File: src/rtl/alu_issue_ctrl.sv
// Issue controller for an external combinational/latency-fixed 8-bit ALU: accepts instruction
// words, reads a 4-entry register file, drives the ALU, captures and writes back its result.
module alu_issue_ctrl #(
  parameter int unsigned WIDTH   = 8,
  parameter int unsigned ALU_LAT = 1
) (
  input  logic             clk,
  input  logic             rst_n,
  input  logic             ins_valid,
  output logic             ins_ready,
  input  logic [7:0]       ins_data,
  input  logic             ld_en,
  input  logic [1:0]       ld_addr,
  input  logic [WIDTH-1:0] ld_data,
  output logic [1:0]       alu_op,
  output logic [WIDTH-1:0] alu_a,
  output logic [WIDTH-1:0] alu_b,
  input  logic [WIDTH-1:0] alu_result,
  output logic             res_valid,
  input  logic             res_ready,
  output logic [WIDTH-1:0] res_data,
  output logic [1:0]       res_rd,
  output logic             busy
);

  typedef enum logic [1:0] {IDLE, EXEC, RESP} state_t;

  state_t           r_state, w_state_nxt;
  logic [3:0]       r_cnt, w_cnt_nxt;
  logic             r_ins_ready;
  logic [1:0]       r_alu_op;
  logic [WIDTH-1:0] r_alu_a, r_alu_b, r_res_data;
  logic [1:0]       r_res_rd;
  logic [WIDTH-1:0] r_rf [4];
  logic             w_accept, w_wb;

  always_comb begin
    w_state_nxt = r_state;
    w_cnt_nxt   = r_cnt;
    w_accept    = 1'b0;
    w_wb        = 1'b0;
    unique case (r_state)
      IDLE: begin
        if (ins_valid && r_ins_ready) begin
          w_accept    = 1'b1;
          w_state_nxt = EXEC;
          w_cnt_nxt   = 4'(ALU_LAT - 1);
        end
      end
      EXEC: begin
        if (r_cnt == 4'd0) begin
          w_wb        = 1'b1;
          w_state_nxt = RESP;
        end else begin
          w_cnt_nxt = r_cnt - 4'd1;
        end
      end
      RESP: begin
        if (res_ready) w_state_nxt = IDLE;
      end
      default: w_state_nxt = IDLE;
    endcase
  end

  always_ff @(posedge clk or negedge rst_n) begin
    if (!rst_n) begin
      r_state     <= IDLE;
      r_cnt       <= 4'd0;
      r_ins_ready <= 1'b0;
      r_alu_op    <= 2'd0;
      r_alu_a     <= '0;
      r_alu_b     <= '0;
      r_res_data  <= '0;
      r_res_rd    <= 2'd0;
    end else begin
      r_state     <= w_state_nxt;
      r_cnt       <= w_cnt_nxt;
      r_ins_ready <= (w_state_nxt == IDLE);
      if (w_accept) begin
        // Operands come from the register file as it stood before this edge's writes.
        r_alu_op <= ins_data[7:6];
        r_alu_a  <= r_rf[ins_data[3:2]];
        r_alu_b  <= r_rf[ins_data[1:0]];
        r_res_rd <= ins_data[5:4];
      end
      if (w_wb) r_res_data <= alu_result;
    end
  end

  // The writeback assignment comes last so it wins over a same-address load.
  always_ff @(posedge clk or negedge rst_n) begin
    if (!rst_n) begin
      for (int i = 0; i < 4; i++) r_rf[i] <= '0;
    end else begin
      if (ld_en) r_rf[ld_addr] <= ld_data;
      if (w_wb) r_rf[r_res_rd] <= alu_result;
    end
  end

  assign ins_ready = r_ins_ready;
  assign alu_op    = r_alu_op;
  assign alu_a     = r_alu_a;
  assign alu_b     = r_alu_b;
  assign res_valid = (r_state == RESP);
  assign res_data  = r_res_data;
  assign res_rd    = r_res_rd;
  assign busy      = (r_state != IDLE);

endmodule

File: config.mk
export PLATFORM = sky130hd
export DESIGN_NAME = alu_issue_ctrl
export DESIGN_NICKNAME = d
export VERILOG_FILES = /design/src/rtl/alu_issue_ctrl.sv
export SDC_FILE = /design/constraint.sdc
export NUM_CORES = 1
export LEC_CHECK = 0
export ABC_AREA = 1
export BUFFER_PORTS_ARGS = -buffer_cell sky130_fd_sc_hd__buf_4
export CAP_MARGIN = 20
export CORE_ASPECT_RATIO = 1.4
export CORE_MARGIN = 8
export CORE_UTILIZATION = 45
export DETAILED_ROUTE_END_ITERATION = 10
export PLACE_DENSITY = 0.73
export RECOVER_POWER = 50
export SLEW_MARGIN = 20
export SYNTH_ARGS = -nofsm -noshare
export SYNTH_HDL_FRONTEND = slang
export SYNTH_SLANG_ARGS = --single-unit
File: constraint.sdc
create_clock -name clk -period 4 [get_ports clk]
set_clock_uncertainty 0.2 [all_clocks]
set_input_delay 0.6 -clock clk [delete_from_list [all_inputs] [get_ports clk]]
set_output_delay 0.6 -clock clk [all_outputs]
set_load 0.1 [all_outputs]
==> run_results.csv <==
group,metric,value,unit
grt,antenna_found_initial,0,
critical_path,r2r-start,"r_cnt[0]",
cells_and_area,drive_gt1_share,14.29,%
place,gp_congestion,0.8420,
critical_path,cp.arrival,2340,ps
cts,post_cts_buffers,0,
die,initial_core_util,45.54,%
cells_and_area,layout.nets,568,
die,fp.dieW,92.06,um
sta,period_share,58.42,%
critical_path,critPathCapture,"r_rf[5]",
job,maxCapViolCount,1,
critical_path,rrSetupSlack,1660,ps
yosys,ys_warn_count,0,
place,place.port_buffers,61,
critical_path,required,4000,ps
yosys,ys_ff_latch,67,
yosys,ys_types,22,
sta,relSlewSlack,-12.63,%
sta,hold_violations,0,
cells_and_area,syn_to_final_growth,18.16,%
yosys,synth_area,0.003645,mm2
route,ant_nets,0,
status,status,"complete, but fails checks",
critical_path,crit_type,"register to register",
route,wl,9249,um
place,dp_hpwl,6554,um
cts,clk_latency,320,ps
grt,grt_max_degree,68,
grt,grt.overflow.total,0,
critical_path,crit_path_end_kind,"register",
yosys,synth_top_area_share,46.00,%
route,via_per_inst,5.248,
cts,cts.repair.resized,0,
sta,clock.fmax,0.4280,GHz
die,dieArea,0.01128,mm2
yosys,synthesis.nets,525,
status,violations,"capacitance limit, slew limit",
route,via_count,3364,
die,die_h,122.5,um
sta,layout_min_cycle_time,2337,ps
grt,grt_pass1_vias,3366,
route,dr.pass1.iters,5,
yosys,avgSynthCellArea,7.408,um2
die,io_pins,62,
yosys,synth_top_cell_by_area,"dfrtp_1",
die,core,0.008003,mm2
yosys,ys_seq_area_share,46.00,%
route,first_iter_violations,162,
yosys,synth_cells,492,
sta,maxSlewViolCount,68,
critical_path,r2r-end,"r_rf[5]",
cts,ctsHoldBuffers,0,
cts,clockBufferDepth,2,
cells_and_area,n_antenna_cell,0,
worst_hold_path,hold_class,"input port to register",
cts,htreeDepth,3,
cts,cts_tree,"yes",
cts,cts_root_buffer,"clkbuf_16",
route,drc,0,
critical_path,ff2ff_path_depth,7,
critical_path,critPathLaunch,"r_cnt[0]",
critical_path,start_kind,"register",
grt,grt_usage,17.05,%
sta,setup_viol,0,
critical_path,critPathMaxFanout,44,
cells_and_area,final_util,53.81,%
route,wire_per_inst,14.43,um
cts,clkTransAtPathRegs,50,ps
cts,cts_buffers,9,
cts,cts.sinks,67,
sta,rsz0062_at_grt,"false",
grt,grt_pass1_wl,15850,um
yosys,synthTopCellsByArea,"dfrtp_1 (46%), nand2_1 (21%), o21ai_0 (7.0%), nand4_1 (5.7%), inv_1 (3.3%)",
sta,setup_total_negative_slack,0,ps
die,rows,39,
sta,hold-worst-slack,274.8,ps
sta,tightest_slew,1689,ps
-- worst min-delay path by stage --
stage	start	to	slack [ps]	depth (start not counted)
6_report	ins_data[7]	alu_op[1]	270	3
5_1_grt	ins_data[6]	alu_op[0]	270	3
4_1_cts	rst_n	r_cnt[3]	220	1
3_5_place_dp	alu_op[0]	alu_op[0]	270	2
3_3_place_gp	alu_a[6]	alu_a[6]	260	2
2_1_floorplan	rst_n	alu_a[0]	100	0
-- synth_stat cells (all sizes together) --
library cell	n
a21oi	16
buf	24
clkbuf	6
dfrtp	67
ha	2
inv	36
nand2	207
nand3	12
nand4	33
nor2	10
o211ai	16
o21ai	61
o22ai	1
xor2	1
-- through the flow --
stage	instance area (um2)	worst slack (ps)	cells
global route	4307	1473	641
detailed placement	4088	1821	626
finish	4307	1663	641
floorplan	3645	2026	492
CTS	4349	1690	641
global placement	4088	1933	626
-- flip-flops by register name, summed over array words and instances, names as in the netlist --
| register | flops |
|---|---|
| res_data | 8 |
| r_cnt | 4 |
| r_rf | 32 |
| alu_a | 8 |
| ins_ready | 1 |
| alu_b | 8 |
| alu_op | 2 |
| r_state | 2 |
| res_rd | 2 |
-- placed cells by master, fill, tap and decap left out --
| cell type | synthesis | final |
|---|---|---|
| nand2_1 | 206 | 207 |
| nand3_1 | 6 | 6 |
| o211ai_1 | 16 | 16 |
| nand4_1 | 33 | 33 |
| a21oi_1 | 16 | 16 |
| dfrtp_1 | 67 | 67 |
| inv_2 | 4 | 4 |
| clkbuf_1 | 6 | 12 |
| clkinv_2 | 0 | 3 |
| inv_1 | 32 | 32 |
| xor2_1 | 1 | 1 |
| buf_4 | 4 | 51 |
| o21ai_0 | 51 | 51 |
| o21ai_1 | 10 | 10 |
| clkbuf_8 | 0 | 1 |
| nor2_1 | 8 | 8 |
| clkbuf_2 | 0 | 1 |
| ha_1 | 2 | 2 |
| nor2_8 | 1 | 1 |
| o22ai_1 | 1 | 1 |
| clkbuf_16 | 0 | 9 |
| nand3_2 | 6 | 6 |
| nor2_4 | 1 | 1 |
-- kinds of logic (layout without fill, tap and decap cells) --
group / after synthesis / in the layout / synth area share, %
AO/OA/AOI/OAI: 94 / 94 / 14.04
XOR/XNOR: 1 / 1 / 0.2403
adder cells (fa/ha/maj): 2 / 2 / 0.6865
buffers and inverters: 66 / 113 / 7.827
flip-flops: 67 / 67 / 46.00
AND/OR/NAND/NOR: 262 / 262 / 31.21
-- area by class of cell --
cell class	instances	area (um2)
Clock buffer	12	246.5
Clock inverter	3	15.01
Fill cell	806	3696
Inverter	36	135.1
Multi-Input combinational cell	359	1680
Sequential cell	67	1677
Tap cell	102	127.6
Timing Repair Buffer	62	425.4
-- metal layers --
| layer | wire length (um) | global-route usage [%] | vias to the layer above |
|---|---|---|---|
| met3 | 568 | 4.162 | 7 |
| met5 | 0 | 0 | - |
| li1 | - | - | 1713 |
| met2 | 4598 | 29.15 | 98 |
| met1 | 3993 | 20.23 | 1546 |
| met4 | 89 | 6.471 | 0 |
-- worst max-delay path, cell delays in order, from the launching register on --
cell,delay (ps)
dfrtp_1,410
inv_1,110
ha_1,160
nand2_1,280
nor2_8,560
nand3_2,300
nand2_1,130
nand2_1,70
Power is left out: the tool's default activity adds up to more than one toggle a clock period on the data nets, which glitch-free logic cannot reach.
